[config.mk]
export PLATFORM = sky130hd
export DESIGN_NAME = hazard3_ahbl_arbiter_nport_flat
export DESIGN_NICKNAME = d
export VERILOG_FILES = /design/src/rtl/hazard3_ahbl_arbiter_nport_if.sv /design/src/rtl/hazard3_ahbl_arbiter_nport.sv /design/src/flat_wrapper.sv
export SDC_FILE = /design/constraint.sdc
export NUM_CORES = 1
export LEC_CHECK = 0
export CAP_MARGIN = 40
export CORE_AREA = 5 5 148 150
export CTS_CLUSTER_SIZE = 24
export DETAILED_ROUTE_END_ITERATION = 12
export DIE_AREA = 0 0 153 155
export PLACE_DENSITY = 0.59
export SYNTH_ARGS = -nofsm -noshare
export SYNTH_HDL_FRONTEND = slang
export SYNTH_SLANG_ARGS = --single-unit
[constraint.sdc]
create_clock -name clk -period 2.5 [get_ports clk]
set_input_delay 0.5 -clock clk [delete_from_list [all_inputs] [get_ports clk]]
set_output_delay 0.5 -clock clk [all_outputs]
set_load 0.05 [all_outputs]
[src/rtl/hazard3_ahbl_arbiter_nport_if.sv]
// Bus bundle for the N-port AHB-Lite arbiter: upstream requester ports plus the
// downstream AHB-Lite master port. The "master" modport is the arbiter's view.
interface hazard3_ahbl_arbiter_nport_if #(
    parameter int N_PORTS = 3,
    parameter int W_ADDR  = 32,
    parameter int W_DATA  = 32
);
    logic [N_PORTS-1:0]        up_aph_req;
    logic [N_PORTS*W_ADDR-1:0] up_haddr;
    logic [N_PORTS-1:0]        up_hwrite;
    logic [3*N_PORTS-1:0]      up_hsize;
    logic [4*N_PORTS-1:0]      up_hprot;
    logic [N_PORTS-1:0]        up_hexcl;
    logic [N_PORTS*W_DATA-1:0] up_wdata;
    logic [N_PORTS-1:0]        up_aph_ready;
    logic [N_PORTS-1:0]        up_dph_ready;
    logic [N_PORTS-1:0]        up_dph_err;
    logic [N_PORTS-1:0]        up_dph_exokay;
    logic [W_DATA-1:0]         up_rdata;
    logic [N_PORTS-1:0]        up_boosted;

    logic [W_ADDR-1:0]         ahblm_haddr;
    logic                      ahblm_hwrite;
    logic [1:0]                ahblm_htrans;
    logic [2:0]                ahblm_hsize;
    logic [2:0]                ahblm_hburst;
    logic [3:0]                ahblm_hprot;
    logic                      ahblm_hmastlock;
    logic                      ahblm_hexcl;
    logic [W_DATA-1:0]         ahblm_hwdata;
    logic                      ahblm_hready;
    logic                      ahblm_hresp;
    logic                      ahblm_hexokay;
    logic [W_DATA-1:0]         ahblm_hrdata;

    modport master (
        input  up_aph_req, up_haddr, up_hwrite, up_hsize, up_hprot, up_hexcl, up_wdata,
        output up_aph_ready, up_dph_ready, up_dph_err, up_dph_exokay, up_rdata, up_boosted,
        output ahblm_haddr, ahblm_hwrite, ahblm_htrans, ahblm_hsize, ahblm_hburst,
               ahblm_hprot, ahblm_hmastlock, ahblm_hexcl, ahblm_hwdata,
        input  ahblm_hready, ahblm_hresp, ahblm_hexokay, ahblm_hrdata
    );

    modport slave (
        output up_aph_req, up_haddr, up_hwrite, up_hsize, up_hprot, up_hexcl, up_wdata,
        input  up_aph_ready, up_dph_ready, up_dph_err, up_dph_exokay, up_rdata, up_boosted,
        input  ahblm_haddr, ahblm_hwrite, ahblm_htrans, ahblm_hsize, ahblm_hburst,
               ahblm_hprot, ahblm_hmastlock, ahblm_hexcl, ahblm_hwdata,
        output ahblm_hready, ahblm_hresp, ahblm_hexokay, ahblm_hrdata
    );
endinterface

[src/rtl/hazard3_ahbl_arbiter_nport.sv]
// N-port AHB-Lite arbiter: fixed-priority or round-robin grant with starvation
// boosting, address-phase hold during wait states, and data-phase response routing.
module hazard3_ahbl_arbiter_nport #(
    parameter int N_PORTS      = 3,
    parameter int W_ADDR       = 32,
    parameter int W_DATA       = 32,
    parameter int ROUND_ROBIN  = 0,
    parameter int STARVE_LIMIT = 15
) (
    input logic clk,
    input logic rst_n,
    hazard3_ahbl_arbiter_nport_if.master bus
);
    localparam int         W_IDX       = (N_PORTS > 1) ? $clog2(N_PORTS) : 1;
    localparam logic [7:0] LIMIT       = 8'(STARVE_LIMIT);
    localparam logic [1:0] HTRANS_IDLE = 2'b00;
    localparam logic [1:0] HTRANS_NSEQ = 2'b10;

    logic [N_PORTS-1:0] req;
    logic [N_PORTS-1:0] grant;
    logic [N_PORTS-1:0] grant_prev_reg;
    logic [N_PORTS-1:0] owner_reg;
    logic [N_PORTS-1:0] boosted;
    logic [N_PORTS-1:0] boost_req;
    logic [N_PORTS-1:0] rr_grant;
    logic [W_IDX-1:0]   rr_ptr_reg;
    logic [W_IDX-1:0]   rr_idx;
    logic [W_IDX-1:0]   grant_idx;
    logic               rr_found;
    logic               hold_reg;
    int                 rr_sum;

    assign req       = bus.up_aph_req;
    assign boost_req = boosted & req;

    function automatic logic [N_PORTS-1:0] lowest_set(input logic [N_PORTS-1:0] v);
        logic [N_PORTS-1:0] r;
        logic               found;
        r     = '0;
        found = 1'b0;
        for (int i = 0; i < N_PORTS; i++) begin
            if (!found && v[i]) begin
                r[i]  = 1'b1;
                found = 1'b1;
            end
        end
        return r;
    endfunction

    // Round-robin search starts just above the last granted port and wraps.
    always_comb begin
        rr_grant = '0;
        rr_found = 1'b0;
        rr_idx   = '0;
        rr_sum   = 0;
        for (int i = 1; i <= N_PORTS; i++) begin
            rr_sum = int'(rr_ptr_reg) + i;
            if (rr_sum >= N_PORTS) begin
                rr_sum = rr_sum - N_PORTS;
            end
            rr_idx = W_IDX'(rr_sum);
            if (!rr_found && req[rr_idx]) begin
                rr_grant[rr_idx] = 1'b1;
                rr_found         = 1'b1;
            end
        end
    end

    // Grant is suppressed in reset so the bus goes idle the moment rst_n falls.
    always_comb begin
        grant = '0;
        if (!rst_n) begin
            grant = '0;
        end else if (hold_reg) begin
            grant = grant_prev_reg;
        end else if (|boost_req) begin
            grant = lowest_set(boost_req);
        end else if (ROUND_ROBIN != 0) begin
            grant = rr_grant;
        end else begin
            grant = lowest_set(req);
        end
    end

    always_comb begin
        grant_idx = '0;
        for (int i = 0; i < N_PORTS; i++) begin
            if (grant[i]) begin
                grant_idx = W_IDX'(i);
            end
        end
    end

    always_ff @(posedge clk or negedge rst_n) begin
        if (!rst_n) begin
            hold_reg       <= 1'b0;
            grant_prev_reg <= '0;
            owner_reg      <= '0;
            rr_ptr_reg     <= W_IDX'(N_PORTS - 1);
        end else begin
            // An error response must not pin the address phase in place.
            hold_reg       <= (bus.ahblm_htrans == HTRANS_NSEQ) && !bus.ahblm_hready && !bus.ahblm_hresp;
            grant_prev_reg <= grant;
            if (bus.ahblm_hready) begin
                owner_reg <= grant;
            end
            if ((|grant) && bus.ahblm_hready) begin
                rr_ptr_reg <= grant_idx;
            end
        end
    end

    generate
        for (genvar gi = 0; gi < N_PORTS; gi++) begin : g_starve
            logic [7:0] cnt_reg;
            always_ff @(posedge clk or negedge rst_n) begin
                if (!rst_n) begin
                    cnt_reg <= '0;
                end else if (!req[gi] || bus.up_aph_ready[gi]) begin
                    cnt_reg <= '0;
                end else if (cnt_reg != LIMIT) begin
                    cnt_reg <= cnt_reg + 8'd1;
                end
            end
            assign boosted[gi] = (STARVE_LIMIT != 0) && (cnt_reg == LIMIT);
        end
    endgenerate

    // Grant and owner are one-hot-or-zero, so OR-ing masked slices forms the mux.
    always_comb begin
        bus.ahblm_haddr  = '0;
        bus.ahblm_hwrite = 1'b0;
        bus.ahblm_hsize  = '0;
        bus.ahblm_hprot  = '0;
        bus.ahblm_hexcl  = 1'b0;
        bus.ahblm_hwdata = '0;
        for (int i = 0; i < N_PORTS; i++) begin
            if (grant[i]) begin
                bus.ahblm_haddr  = bus.ahblm_haddr | bus.up_haddr[i*W_ADDR +: W_ADDR];
                bus.ahblm_hwrite = bus.ahblm_hwrite | bus.up_hwrite[i];
                bus.ahblm_hsize  = bus.ahblm_hsize | bus.up_hsize[i*3 +: 3];
                bus.ahblm_hprot  = bus.ahblm_hprot | bus.up_hprot[i*4 +: 4];
                bus.ahblm_hexcl  = bus.ahblm_hexcl | bus.up_hexcl[i];
            end
            if (owner_reg[i]) begin
                bus.ahblm_hwdata = bus.ahblm_hwdata | bus.up_wdata[i*W_DATA +: W_DATA];
            end
        end
    end

    assign bus.ahblm_htrans    = (|grant) ? HTRANS_NSEQ : HTRANS_IDLE;
    assign bus.ahblm_hburst    = 3'b000;
    assign bus.ahblm_hmastlock = 1'b0;

    assign bus.up_aph_ready  = grant & {N_PORTS{bus.ahblm_hready}};
    assign bus.up_dph_ready  = owner_reg & {N_PORTS{bus.ahblm_hready}};
    assign bus.up_dph_err    = owner_reg & {N_PORTS{bus.ahblm_hresp}};
    assign bus.up_dph_exokay = owner_reg & {N_PORTS{bus.ahblm_hexokay}};
    assign bus.up_rdata      = bus.ahblm_hrdata;
    assign bus.up_boosted    = boosted;
endmodule

[src/flat_wrapper.sv]
// flat-port wrapper written by rule: the top's interface ports become plain ports
module hazard3_ahbl_arbiter_nport_flat 
#(
    parameter int N_PORTS      = 3,
    parameter int W_ADDR       = 32,
    parameter int W_DATA       = 32,
    parameter int ROUND_ROBIN  = 0,
    parameter int STARVE_LIMIT = 15
)
  (clk, rst_n, bus_up_aph_req, bus_up_haddr, bus_up_hwrite, bus_up_hsize, bus_up_hprot, bus_up_hexcl, bus_up_wdata, bus_up_aph_ready, bus_up_dph_ready, bus_up_dph_err, bus_up_dph_exokay, bus_up_rdata, bus_up_boosted, bus_ahblm_haddr, bus_ahblm_hwrite, bus_ahblm_htrans, bus_ahblm_hsize, bus_ahblm_hburst, bus_ahblm_hprot, bus_ahblm_hmastlock, bus_ahblm_hexcl, bus_ahblm_hwdata, bus_ahblm_hready, bus_ahblm_hresp, bus_ahblm_hexokay, bus_ahblm_hrdata);
  hazard3_ahbl_arbiter_nport_if #(.N_PORTS(N_PORTS), .W_ADDR(W_ADDR), .W_DATA(W_DATA)) bus_i ();
  input logic clk;
  input logic rst_n;
  input wire logic [$bits(bus_i.up_aph_req)-1:0] bus_up_aph_req;
  input wire logic [$bits(bus_i.up_haddr)-1:0] bus_up_haddr;
  input wire logic [$bits(bus_i.up_hwrite)-1:0] bus_up_hwrite;
  input wire logic [$bits(bus_i.up_hsize)-1:0] bus_up_hsize;
  input wire logic [$bits(bus_i.up_hprot)-1:0] bus_up_hprot;
  input wire logic [$bits(bus_i.up_hexcl)-1:0] bus_up_hexcl;
  input wire logic [$bits(bus_i.up_wdata)-1:0] bus_up_wdata;
  output wire logic [$bits(bus_i.up_aph_ready)-1:0] bus_up_aph_ready;
  output wire logic [$bits(bus_i.up_dph_ready)-1:0] bus_up_dph_ready;
  output wire logic [$bits(bus_i.up_dph_err)-1:0] bus_up_dph_err;
  output wire logic [$bits(bus_i.up_dph_exokay)-1:0] bus_up_dph_exokay;
  output wire logic [$bits(bus_i.up_rdata)-1:0] bus_up_rdata;
  output wire logic [$bits(bus_i.up_boosted)-1:0] bus_up_boosted;
  output wire logic [$bits(bus_i.ahblm_haddr)-1:0] bus_ahblm_haddr;
  output wire logic [$bits(bus_i.ahblm_hwrite)-1:0] bus_ahblm_hwrite;
  output wire logic [$bits(bus_i.ahblm_htrans)-1:0] bus_ahblm_htrans;
  output wire logic [$bits(bus_i.ahblm_hsize)-1:0] bus_ahblm_hsize;
  output wire logic [$bits(bus_i.ahblm_hburst)-1:0] bus_ahblm_hburst;
  output wire logic [$bits(bus_i.ahblm_hprot)-1:0] bus_ahblm_hprot;
  output wire logic [$bits(bus_i.ahblm_hmastlock)-1:0] bus_ahblm_hmastlock;
  output wire logic [$bits(bus_i.ahblm_hexcl)-1:0] bus_ahblm_hexcl;
  output wire logic [$bits(bus_i.ahblm_hwdata)-1:0] bus_ahblm_hwdata;
  input wire logic [$bits(bus_i.ahblm_hready)-1:0] bus_ahblm_hready;
  input wire logic [$bits(bus_i.ahblm_hresp)-1:0] bus_ahblm_hresp;
  input wire logic [$bits(bus_i.ahblm_hexokay)-1:0] bus_ahblm_hexokay;
  input wire logic [$bits(bus_i.ahblm_hrdata)-1:0] bus_ahblm_hrdata;
  assign bus_i.up_aph_req = bus_up_aph_req;
  assign bus_i.up_haddr = bus_up_haddr;
  assign bus_i.up_hwrite = bus_up_hwrite;
  assign bus_i.up_hsize = bus_up_hsize;
  assign bus_i.up_hprot = bus_up_hprot;
  assign bus_i.up_hexcl = bus_up_hexcl;
  assign bus_i.up_wdata = bus_up_wdata;
  assign bus_up_aph_ready = bus_i.up_aph_ready;
  assign bus_up_dph_ready = bus_i.up_dph_ready;
  assign bus_up_dph_err = bus_i.up_dph_err;
  assign bus_up_dph_exokay = bus_i.up_dph_exokay;
  assign bus_up_rdata = bus_i.up_rdata;
  assign bus_up_boosted = bus_i.up_boosted;
  assign bus_ahblm_haddr = bus_i.ahblm_haddr;
  assign bus_ahblm_hwrite = bus_i.ahblm_hwrite;
  assign bus_ahblm_htrans = bus_i.ahblm_htrans;
  assign bus_ahblm_hsize = bus_i.ahblm_hsize;
  assign bus_ahblm_hburst = bus_i.ahblm_hburst;
  assign bus_ahblm_hprot = bus_i.ahblm_hprot;
  assign bus_ahblm_hmastlock = bus_i.ahblm_hmastlock;
  assign bus_ahblm_hexcl = bus_i.ahblm_hexcl;
  assign bus_ahblm_hwdata = bus_i.ahblm_hwdata;
  assign bus_i.ahblm_hready = bus_ahblm_hready;
  assign bus_i.ahblm_hresp = bus_ahblm_hresp;
  assign bus_i.ahblm_hexokay = bus_ahblm_hexokay;
  assign bus_i.ahblm_hrdata = bus_ahblm_hrdata;
  hazard3_ahbl_arbiter_nport #(.N_PORTS(N_PORTS), .W_ADDR(W_ADDR), .W_DATA(W_DATA), .ROUND_ROBIN(ROUND_ROBIN), .STARVE_LIMIT(STARVE_LIMIT)) u_core (.clk(clk), .rst_n(rst_n), .bus(bus_i));
endmodule
Word-level counts from Yosys, hierarchy flattened --
Cells that the tools add are included.
Cells by class: add/sub/neg operators 3, multiply operators 0, div/mod/pow operators 0, order comparisons 0, equality and inequality tests 7, shifts and indexed selects 0, muxes and demuxes 48, bitwise gates (word level) 17, reduce and logical (&&, ||, !) cells 23
Operator list (number):
- 32-bit 2-to-1 mux | 6
- 32-bit OR | 4
- 8-bit 2-to-1 mux | 6
- 1-bit 2-to-1 mux | 26
- 8-bit by 1-bit adder with 8-bit output, second input constant | 3
- 8-bit by 4-bit equality test with 1-bit output, second input constant | 3
- 8-bit by 4-bit != test with 1-bit output, second input constant | 3
- 3-bit 2-to-1 mux | 6
- 3-bit AND | 5
- 4-bit 2-to-1 mux | 3
- 1-bit zero test | 9
- 4-bit OR | 2
- 1-bit logical AND | 6
- 3-bit OR | 2
- 2-bit nonzero test | 3
- 3-bit OR reduction | 2
- 1-bit OR | 4
- 1-bit logical OR | 3
- 2-bit equality test, second input constant | 1
- 2-bit 2-to-1 mux | 1
Word-level totals: flip-flop bits (word level) 31, bits in latches 0, RAM bits 0, ROM bits 0, bits of input ports 259, memories kept 0

Longest topological paths before layout --
Gate-level depths: netlist of the first run.
depth after elaboration 23, gate-level depth with buffers 9

Worst setup path after synthesis of the first run --
Ideal clock, no wire load.
kind register to output, from reg u_core.g_starve[0].cnt_reg[0], to out bus_ahblm_haddr[25], data arrival time 2.511 ns, path slack -0.511 ns, cell stages (with the launch flop) 9, path buffers 1, cell sequence dfrtp_1 ha_1 nand3_1 nor3b_4 a21oi_1 o21a_1 inv_2 clkbuf_1 a221o_1
Between the ends: cells in the longest elaborated chain, start to end 19, elaborated cells on any way between the ends 25
RTL lines:
- start: declaration | RTL line hazard3_ahbl_arbiter_nport.sv:115 | logic [7:0] cnt_reg;
- start signal: assignment | RTL line hazard3_ahbl_arbiter_nport.sv:122 | cnt_reg <= cnt_reg + 8'd1;
- 8-bit by 4-bit equality test with 1-bit output (*) | RTL line hazard3_ahbl_arbiter_nport.sv:125 | assign boosted[gi] = (STARVE_LIMIT != 0) && (cnt_reg == LIMIT);
- via bus_up_boosted[0] | RTL line flat_wrapper.sv:26 | output wire logic [$bits(bus_i.up_boosted)-1:0] bus_up_boosted;
- 3-bit AND (*) | RTL line hazard3_ahbl_arbiter_nport.sv:34 | assign boost_req = boosted & req;
- 1-bit 2-to-1 mux | RTL line hazard3_ahbl_arbiter_nport.sv:42 | if (!found && v[i]) begin
- 1-bit 2-to-1 mux | RTL line hazard3_ahbl_arbiter_nport.sv:76 | end else if (|boost_req) begin
- 1-bit 2-to-1 mux | RTL line hazard3_ahbl_arbiter_nport.sv:74 | end else if (hold_reg) begin
- 1-bit 2-to-1 mux | RTL line hazard3_ahbl_arbiter_nport.sv:72 | if (!rst_n) begin
- 1-bit zero test | RTL line hazard3_ahbl_arbiter_nport.sv:42
- (+4 left out)
- 1-bit 2-to-1 mux | RTL line hazard3_ahbl_arbiter_nport.sv:72
- 1-bit zero test | RTL line hazard3_ahbl_arbiter_nport.sv:42
- 1-bit logical AND | RTL line hazard3_ahbl_arbiter_nport.sv:42
- 1-bit 2-to-1 mux | RTL line hazard3_ahbl_arbiter_nport.sv:42
- 3-bit 2-to-1 mux (*) | RTL line hazard3_ahbl_arbiter_nport.sv:76
- 3-bit 2-to-1 mux (*) | RTL line hazard3_ahbl_arbiter_nport.sv:74
- 3-bit 2-to-1 mux (*) | RTL line hazard3_ahbl_arbiter_nport.sv:72
- 32-bit 2-to-1 mux (*) | RTL line hazard3_ahbl_arbiter_nport.sv:138 | if (grant[i]) begin
- end: declaration | RTL line flat_wrapper.sv:27 | output wire logic [$bits(bus_i.ahblm_haddr)-1:0] bus_ahblm_haddr;
The timed path passes the listed nets; every way through them passes the cells marked *. The select of a mux whose other input is x is not followed.

Worst setup path in the final report of the first run --
from reg u_core.g_starve[2].cnt_reg[4], to out bus_ahblm_hwrite
Between the ends: cells in the longest elaborated chain, start to end 11, elaborated cells on any way between the ends 13
RTL lines:
- start: declaration | RTL line hazard3_ahbl_arbiter_nport.sv:115
- start signal: assignment | RTL line hazard3_ahbl_arbiter_nport.sv:122
- 8-bit by 4-bit equality test with 1-bit output (*) | RTL line hazard3_ahbl_arbiter_nport.sv:125
- 3-bit AND (*) | RTL line hazard3_ahbl_arbiter_nport.sv:34
- 3-bit OR reduction | RTL line hazard3_ahbl_arbiter_nport.sv:76
- 3-bit 2-to-1 mux (*) | RTL line hazard3_ahbl_arbiter_nport.sv:76
- 3-bit 2-to-1 mux (*) | RTL line hazard3_ahbl_arbiter_nport.sv:74
- 3-bit 2-to-1 mux (*) | RTL line hazard3_ahbl_arbiter_nport.sv:72
- 1-bit 2-to-1 mux | RTL line hazard3_ahbl_arbiter_nport.sv:138
- 1-bit OR | RTL line hazard3_ahbl_arbiter_nport.sv:140 | bus.ahblm_hwrite = bus.ahblm_hwrite | bus.up_hwrite[i];
- 1-bit 2-to-1 mux | RTL line hazard3_ahbl_arbiter_nport.sv:138
- 1-bit OR | RTL line hazard3_ahbl_arbiter_nport.sv:140
- 1-bit 2-to-1 mux (*) | RTL line hazard3_ahbl_arbiter_nport.sv:138
- end: declaration | RTL line flat_wrapper.sv:28 | output wire logic [$bits(bus_i.ahblm_hwrite)-1:0] bus_ahblm_hwrite;
Mark *: on every way between the ends. The rest lies on a longest branch, timed or not.

==> results.cfg, run 1 <==
[floorplanning]
die_area_um2 = 23720
die_height_um = 155
rows = 53
die_w_um = 153
start_util_pct = 16.01
coreArea_um2 = 20560
ioPinCount = 385

[synthesis]
yosysSeqAreaShare_pct = 23.57
ys_async_sr_fraction_pct = 100.0
avgSynthCellArea_um2 = 8.752
syn-cell-area_um2 = 3291
ys.flop_type = dfrtp_1
synth-edff-count = 0
ys_types = 53
synthCells = 376
yosysWarnings = 0
ys_ff_latch = 31

[drt]
firstDrtPassIters = 5
drt_iter0_drc = 209
ant_nets = 0
routed_wl_um = 21130
drc = 0
wire_per_inst_um = 21.41
viasPerCell = 4.561
num_vias = 4502

[cts]
clk_pin_slew_worst_paths_ps = 50
clockBufferDepth = 2
root_buffer = clkbuf_16
cts.htree.levels = 2
cts_sinks = 31
cts_made_buffers = 5
cts_tree = built
insertion_delay_ps = 270

[critical_path]
critPathCaptureType = output port
cp.required_ps = 2000
worstSetupPathType = flip-flop to output port
critPathLaunchType = flip-flop
worstPathMaxFanout = 11
arrival_ps = 2390

[timing]
slew_viol_final = 0
max_freq_mhz = 346.6
fin_tns_setup_ps = -15310
rsz0062_at_grt = yes
period_share_pct = 115.4
worst_slack_ps = -385.0
hold_viol = 0
fin_skew_ps = 4.114
worst_pin_slew_ps = 518.6
period_minus_slack_ps = 2885
setup_viol = 44
timing.slew.headroom_pct = 65.43

[layout]
area_delta_synth_final_pct = 152.0
largest_register_ffs = 24
final_nets = 969
fin_util_pct = 40.33
fin_cells = 987
layout_common_cells = clkdlybuf4s50_1 (225), buf_12 (92), buf_4 (59)
layout_commonest_cell = clkdlybuf4s50_1
drive_gt1_share_pct = 36.02

[global_routing]
grt_usage_pct = 15.76
grt_pass1_wl_um = 28430
grt_max_degree = 34
grt-ovfl-total = 0
grt_antenna_before_repair = 4
grt_pass1_vias = 4702

[place]
place.gp.congestion = 0.8591
dp_cells = 960
pre_cts_ws_ps = -325.5
hpwl_um = 17210
portBuffers = 315

[outcome]
violations = setup timing
status = complete, but fails checks

[power_and_ir_drop]
p_switching_mw = 1.084
leakage_nw = 3.508
clockPowerShare_pct = 19.4
p_comb_share_pct = 62.1
peakVddDrop_mv = 0.2048
p_int_mw = 1.865
seqPwrFrac_pct = 18.5
power.density_nw_per_um2 = 355.7
switching_share_pct = 36.76

[flow_run]
maxCapViolations = 0

[min_path]
holdCritPathClass = primary input to async pin
==> cell usage after synthesis, drive strengths merged (7+ instances only) <==
cell	count	share of area [%]
a211oi	11	3.1
dfrtp	31	24
a222oi	32	9.7
buf	51	12
and3	7	1.3
a21oi	7	1.2
xor2	7	1.9
nand2	10	1.2
a21boi	41	9.4
inv	38	4.3
nand3	12	1.8
nor3	10	1.7
a221o	41	12
clkbuf	20	2.3
and2	10	1.9
==> layer usage <==
metal | global-route usage, % | vias to the layer above | part of all wire (%)
met4 | 6.958 | 0 | 2.9
met2 | 30.16 | 246 | 55
met1 | 14.75 | 2133 | 33
li1 | - | 2095 | -
met3 | 6.287 | 28 | 9.7
met5 | 0 | - | 0
==> layout make-up <==
class | instances | area (µm²)
timing repair buffer | 391 | 4766
inverter | 39 | 148.9
tap | 275 | 344.1
multi-input combinational | 239 | 2106
clock buffer | 6 | 128.9
sequential | 31 | 775.7
antenna | 4 | 10.01
clock inverter | 2 | 12.51
fill | 1996 | 12270
==> cell families (layout without fill, tap and decap cells) <==
logic type	after synthesis	count (layout)	synth area share (%)
AO/OA/AOI/OAI	149	149	40.15
flip-flops	31	31	23.57
adder cells (fa/ha/maj)	3	3	1.141
XOR/XNOR	13	13	3.460
other	1	9	0.1140
AND/OR/NAND/NOR	66	66	12.21
multiplexers	3	3	0.9506
buffers and inverters	110	438	18.40
==> power groups by stage <==
stage / combinational (mW) / sequential [mW] / clock (mW)
finish: 1.83 / 0.544 / 0.573
global route: 1.90 / 0.548 / 0.608
CTS: 1.83 / 0.545 / 0.593
detailed placement: 1.81 / 0.554 / 0
global placement: 1.81 / 0.553 / 0
floorplan: 0.886 / 0.541 / 0
==> what timing repair did <==
action | in CTS | in global routing
pin swaps | 3 | 12
endpoints found under the setup margin | 44 | 46
buffers inserted | 4 | 4
hold buffers | 0 | 0
gates resized for setup | 7 | 26
gates cloned | 1 | 7
==> critical path, cell delays in order, from the launching register on <==
cell      delay, ps
dfrtp_1         410
nor4_4          340
nand3_2         120
buf_6           140
o21ai_4         200
buf_6           180
buf_12          150
a21boi_1         70
a221o_2         340
buf_12          160
==> path summary, 6_finish.rpt <==
kind / end / cells after the start / startpoint / slack [ps]
max: bus_ahblm_hwrite / 9 / u_core.g_starve[2].cnt_reg[4] / -390
min: u_core.grant_prev_reg[2] / 2 / rst_n / 270
max reg2reg: u_core.g_starve[1].cnt_reg[3] / 10 / u_core.g_starve[0].cnt_reg[1] / 230
min reg2reg: u_core.g_starve[0].cnt_reg[6] / 2 / u_core.g_starve[0].cnt_reg[6] / 610
max in group asynchronous: u_core.g_starve[2].cnt_reg[6] / 3 / rst_n / 1900
min in group clk: u_core.g_starve[0].cnt_reg[6] / 2 / u_core.g_starve[0].cnt_reg[6] / 610
==> metrics by stage <==
| step | power [mW] | hold WS, ps | instance area (µm²) |
|---|---|---|---|
| 2_1_floorplan | 1.427 | 204.4 | 3396 |
| 3_3_place_gp | 2.362 | 596.0 | 7814 |
| 3_5_place_dp | 2.368 | 600.0 | 7814 |
| 4_1_cts | 2.970 | 611.0 | 8051 |
| 5_1_grt | 3.060 | 297.6 | 8292 |
| 6_report | 2.949 | 272.9 | 8292 |
(Power assumes the default switching activity.)
==> run 2: changes to the inputs <==
- HOLD_SLACK_MARGIN: not set -> 0.12
- SETUP_SLACK_MARGIN: not set -> 0.4
==> run 2 against run 1 <==
Count of clock-buffer cells in the layout is 1 higher; via count increased by 0.49%; clock power rose by 11%; sequential power is 1% lower; first-iteration DRC count up 27%; highest routed layer is now met5; die area unchanged; flip-flop and latch count is the same; critical path depth decreased by 1; worst setup slack worse by 45 ps; power is 4.6% higher; fmax fell by 1.5%; the flow still finishes with violations (setup timing); sequential share of layout area fell by 0.32 points.
==> results.cfg, run 2 (synthesis gave the netlist of run 1 again) <==
[power_and_ir_drop]
seqPwrFrac_pct = 17.4
leakage_nw = 3.668
p_comb_share_pct = 62.0
power.density_nw_per_um2 = 358.8
p_switching_mw = 1.120
switching_share_pct = 36.31
p_int_mw = 1.965
peakVddDrop_mv = 0.2360
clockPowerShare_pct = 20.6

[layout]
final_nets = 975
area_delta_synth_final_pct = 161.3
multi_input_area_um2 = 2235
largest_register_ffs = 24
fill_cells = 1967
seqCellArea_um2 = 777.0
layout_commonest_cell = clkdlybuf4s50_1
finalInstanceArea_um2 = 8598
layout_common_cells = clkdlybuf4s50_1 (216), buf_12 (96), buf_4 (51)
drive_gt1_share_pct = 38.80
fin_cells = 989
antennaDiodeCount = 0

[timing]
hold_viol = 0
timing.slew.headroom_pct = 61.93
worst_slack_ps = -429.6
slew_viol_final = 0
worst_pin_slew_ps = 570.5
setup_viol = 45
fin_skew_ps = 10.19
max_freq_mhz = 341.3
period_minus_slack_ps = 2930
rsz0062_at_grt = yes
period_share_pct = 117.2

[floorplanning]
die_w_um = 153
ioPinCount = 385
coreArea_um2 = 20560
start_util_pct = 16.01
die_height_um = 155
die_area_um2 = 23720
rows = 53

[critical_path]
worstPathMaxFanout = 39
r2r_start = u_core.g_starve[1].cnt_reg[6]
worstSetupPathType = flip-flop to output port
critPathLaunchType = flip-flop
crit_path_start = u_core.g_starve[1].cnt_reg[6]
arrival_ps = 2430
critPathCaptureType = output port
cp.required_ps = 2000

[cts]
cts_tree = built
clk_pin_slew_worst_paths_ps = 60
cts_sinks = 31
cts.htree.levels = 2
ctsHoldBuffers = 0
root_buffer = clkbuf_16
cts_made_buffers = 5
clockBufferDepth = 2
insertion_delay_ps = 270

[global_routing]
grt_use_met1_pct = 16.17
grt-ovfl-total = 0
gr-usage-met2_pct = 30.71
grt_max_degree = 40
grt_antenna_before_repair = 1
grt_pass1_wl_um = 29390
grt_use_met3_pct = 5.730
grt_pass1_vias = 4732
grt_usage_pct = 16.06
grt_busiest_layer = met2

[drt]
wire_per_inst_um = 21.28
firstDrtPassIters = 8
ant_nets = 0
drc = 0
num_vias = 4524
routed_wl_um = 21050
drt_iter0_drc = 265
viasPerCell = 4.574

[place]
portBuffers = 315
hpwl_um = 16610
place_area_um2 = 7824
dp_cells = 953
place.gp.congestion = 0.7931

[outcome]
status = complete, but fails checks
violations = setup timing

[min_path]
holdCritPathClass = primary input to async pin

[flow_run]
maxCapViolations = 0
-- run 2: cell types whose count changed in the layout (fill, tap and decap cells not counted), sizes merged --
cell	delta
diode	-4
buf	+7
inv	-1
clkdlybuf4s50	-9
dlygate4sd2	+4
dlymetal6s2s	+5
-- run 2: final cells by class --
cell class                 count  area share [%]
timing repair buffer         397           57.32
inverter                      39           1.790
tap                          275           4.002
clock buffer                   7           1.775
clock inverter                 1         0.08731
sequential                    31           9.037
multi-input combinational    239           25.99
-- run 2: repair_timing --
item | CTS | global route
gates cloned | 2 | 3
setup buffers | 11 | 12
pin swaps | 40 | 36
gates resized for setup | 33 | 46
endpoints found under the setup margin | 66 | 95
endpoints found under the hold margin | 0 | 0
-- run 2: path summary, 6_finish.rpt --
kind | to | slack (ps) | depth (start not counted)
min reg2reg | u_core.owner_reg[2] | 570 | 1
max reg2reg | u_core.g_starve[1].cnt_reg[5] | 200 | 9
min | u_core.g_starve[1].cnt_reg[1] | 420 | 2
max in group asynchronous | u_core.owner_reg[2] | 1810 | 2
max | bus_ahblm_hwrite | -430 | 8
min in group clk | u_core.owner_reg[2] | 570 | 1
-- run 2: layer usage --
layer | part of all wire (%) | up-vias
li1 | - | 2105
met1 | 33 | 2125
met2 | 54 | 254
met3 | 9.9 | 38
met4 | 2.7 | 2
met5 | 0.062 | -
-- run 2: stage by stage --
step                      total power, mW  TNS, ps  utilization [%]  setup WS [ps]  hold WS, ps
after floorplan                     1.431   -15380                -         -388.5        204.4
after global placement              2.364   -12080            38.06         -315.3        563.1
after detailed placement            2.367   -12120            38.06         -324.4        560.4
after CTS                           3.064   -15760            40.01         -384.0        431.4
after global routing                3.206   -21720            41.83         -509.0        469.6
final                               3.085   -18070            41.83         -429.6        424.6
-- run 2: power by group through the flow --
stage / Combinational (mW) / Clock [mW] / Sequential, mW
final: 1.91 / 0.636 / 0.536
after floorplan: 0.889 / 0 / 0.541
after global placement: 1.82 / 0 / 0.542
after global routing: 1.99 / 0.675 / 0.538
after detailed placement: 1.82 / 0 / 0.543
after CTS: 1.88 / 0.646 / 0.536
-- run 2: worst max-delay path: stages (launching register included) --
cell and delay (ps):
dfrtp_1 400, nor4_4 370, nand3_1 190, a21oi_2 180, o21a_1 160, inv_2 70, buf_12 170, a221o_2 440
buf_12 160
==> run 3: changes to the inputs <==
- REMOVE_ABC_BUFFERS: not set -> 1
==> run 3 against run 2 <==
The run still ends with setup timing left; utilization up 0.65 points; first-iteration DRC count rose by 27%; clock power down 2%; die area unchanged; highest routed layer is now met4; global-route usage fell by 1.5 points; design area rose by 1.6%; non-clock buffer count is 15 higher; sequential share of layout area down 0.14 points; worst setup slack worse by 15 ps; critical path depth stayed put; largest cell class unchanged.
==> results.cfg, run 3 (synthesis gave the netlist of run 1 again) <==
[drt]
wire_per_inst_um = 21.06
viasPerCell = 4.699
ant_nets = 0
num_vias = 4718
routed_wl_um = 21150
firstDrtPassIters = 6
drt_iter0_drc = 337
drc = 0

[place]
portBuffers = 315
place.gp.congestion = 0.8089
hpwl_um = 14870
pre_cts_ws_ps = -318.1

[floorplanning]
coreArea_um2 = 20560
die_height_um = 155
die_area_um2 = 23720
ioPinCount = 385
rows = 53
start_util_pct = 16.01
die_w_um = 153

[global_routing]
grt_antenna_before_repair = 1
grt-ovfl-total = 0
grt_max_degree = 42
grt_usage_pct = 14.56
grt_pass1_vias = 4719
grt_pass1_wl_um = 27740

[critical_path]
cpPeakStageDelay_ps = 420
arrival_ps = 2440
path_delay_family = compound AO/OA/AOI/OAI gates
path_cells = ha_4, nand3_4, nor3b_4, o21ai_2, a41o_4, clkbuf_16, a221o_1, buf_12
worstPathMaxFanout = 10
worstSetupPathType = flip-flop to output port
critPathCaptureType = output port
critPathLaunchType = flip-flop
cp.required_ps = 2000
worst-path-buf-inv = 2
slowest_stage = dfrtp_1

[outcome]
status = complete, but fails checks
violations = setup timing

[timing]
rsz0062_at_grt = yes
worst_slack_ps = -444.2
period_minus_slack_ps = 2944
fin_skew_ps = 6.586
period_share_pct = 117.8
setup_viol = 45
max_freq_mhz = 339.7
slew_viol_final = 0
hold_viol = 0

[min_path]
holdCritPathClass = flip-flop to flip-flop

[layout]
final_nets = 990
largest_register_ffs = 24
layout_common_cells = clkdlybuf4s50_1 (218), buf_12 (97), buf_4 (54)
antennaDiodeCount = 0
fin_util_pct = 42.48
area_delta_synth_final_pct = 165.4
layout_commonest_cell = clkdlybuf4s50_1
drive_gt1_share_pct = 32.78

[cts]
root_buffer = clkbuf_16
clockBufferDepth = 2
clk_pin_slew_worst_paths_ps = 50
insertion_delay_ps = 270
cts_tree = built
cts_made_buffers = 5
cts_sinks = 31
cts.htree.levels = 2

[power_and_ir_drop]
peakVddDrop_mv = 0.2392
power.density_nw_per_um2 = 351.9
leakage_nw = 3.758

[flow_run]
maxCapViolations = 0
[run 3: changes by cell type in the layout (fill, tap and decap cells not counted), sizes merged, moves of 2 or more]
cell	change
buf	+10
dlymetal6s2s	-3
clkbuf	+5
clkdlybuf4s50	+2
[run 3: path summary, 6_finish.rpt]
check	cells past startpoint	end	slack [ps]	from
max	8	bus_ahblm_haddr[10]	-440	u_core.g_starve[0].cnt_reg[1]
min	2	u_core.g_starve[0].cnt_reg[6]	640	u_core.g_starve[0].cnt_reg[6]
max reg2reg	9	u_core.owner_reg[2]	270	u_core.g_starve[0].cnt_reg[1]
min reg2reg	2	u_core.g_starve[0].cnt_reg[6]	640	u_core.g_starve[0].cnt_reg[6]
max in group asynchronous	2	u_core.owner_reg[1]	1490	rst_n
min in group asynchronous	2	u_core.g_starve[1].cnt_reg[2]	750	rst_n
[run 3: what timing repair did]
action / 4_1_cts / 5_1_grt
cloned: 2 / 10
resized for setup: 43 / 51
pin swaps: 21 / 72
hold buffers: 0 / 0
setup endpoints to repair: 63 / 88
setup buffers: 12 / 22
[run 3: power by group]
part / internal [mW] / switching, mW / leakage (nW)
combinational: 1.03 / 0.887 / 3.26
sequential: 0.521 / 0.0162 / 0.420
clock: 0.423 / 0.200 / 0.0772
total: 1.97 / 1.10 / 3.76
[run 3: routing by layer]
metal  up-vias  wire, µm  GRT usage [%]
met5         -         0          1.656
met4         0       174          1.867
li1       2136         -              -
met3        12      2200          6.092
met1      2271      8127          16.34
met2       299     10640          26.36
[run 3: per-stage QoR]
| stage | TNS [ps] | power, mW | hold slack, ps | std cells | area, µm² |
|---|---|---|---|---|---|
| floorplan | -52140 | 1.240 | 204.4 | 309 | 2848 |
| global placement | -11260 | 2.312 | 601.0 | 950 | 7690 |
| detailed placement | -12810 | 2.324 | 609.2 | 950 | 7690 |
| CTS | -16160 | 3.019 | 620.6 | 972 | 8137 |
| global route | -22280 | 3.182 | 659.4 | 1004 | 8732 |
| finish | -18530 | 3.073 | 639.2 | 1004 | 8732 |
[run 3: final cells by class]
cell class / count / area, µm²
Fill cell: 1916 / 11830
Timing Repair Buffer: 412 / 5165
Sequential cell: 31 / 777.0
Tap cell: 275 / 344.1
Clock buffer: 8 / 156.4
Inverter: 39 / 153.9
Multi-Input combinational cell: 239 / 2136
[run 3: worst min-delay path: stages, from the launching register on]
cell and delay (ps):
dfrtp_1 400, xnor2_1 150, a211oi_2 40
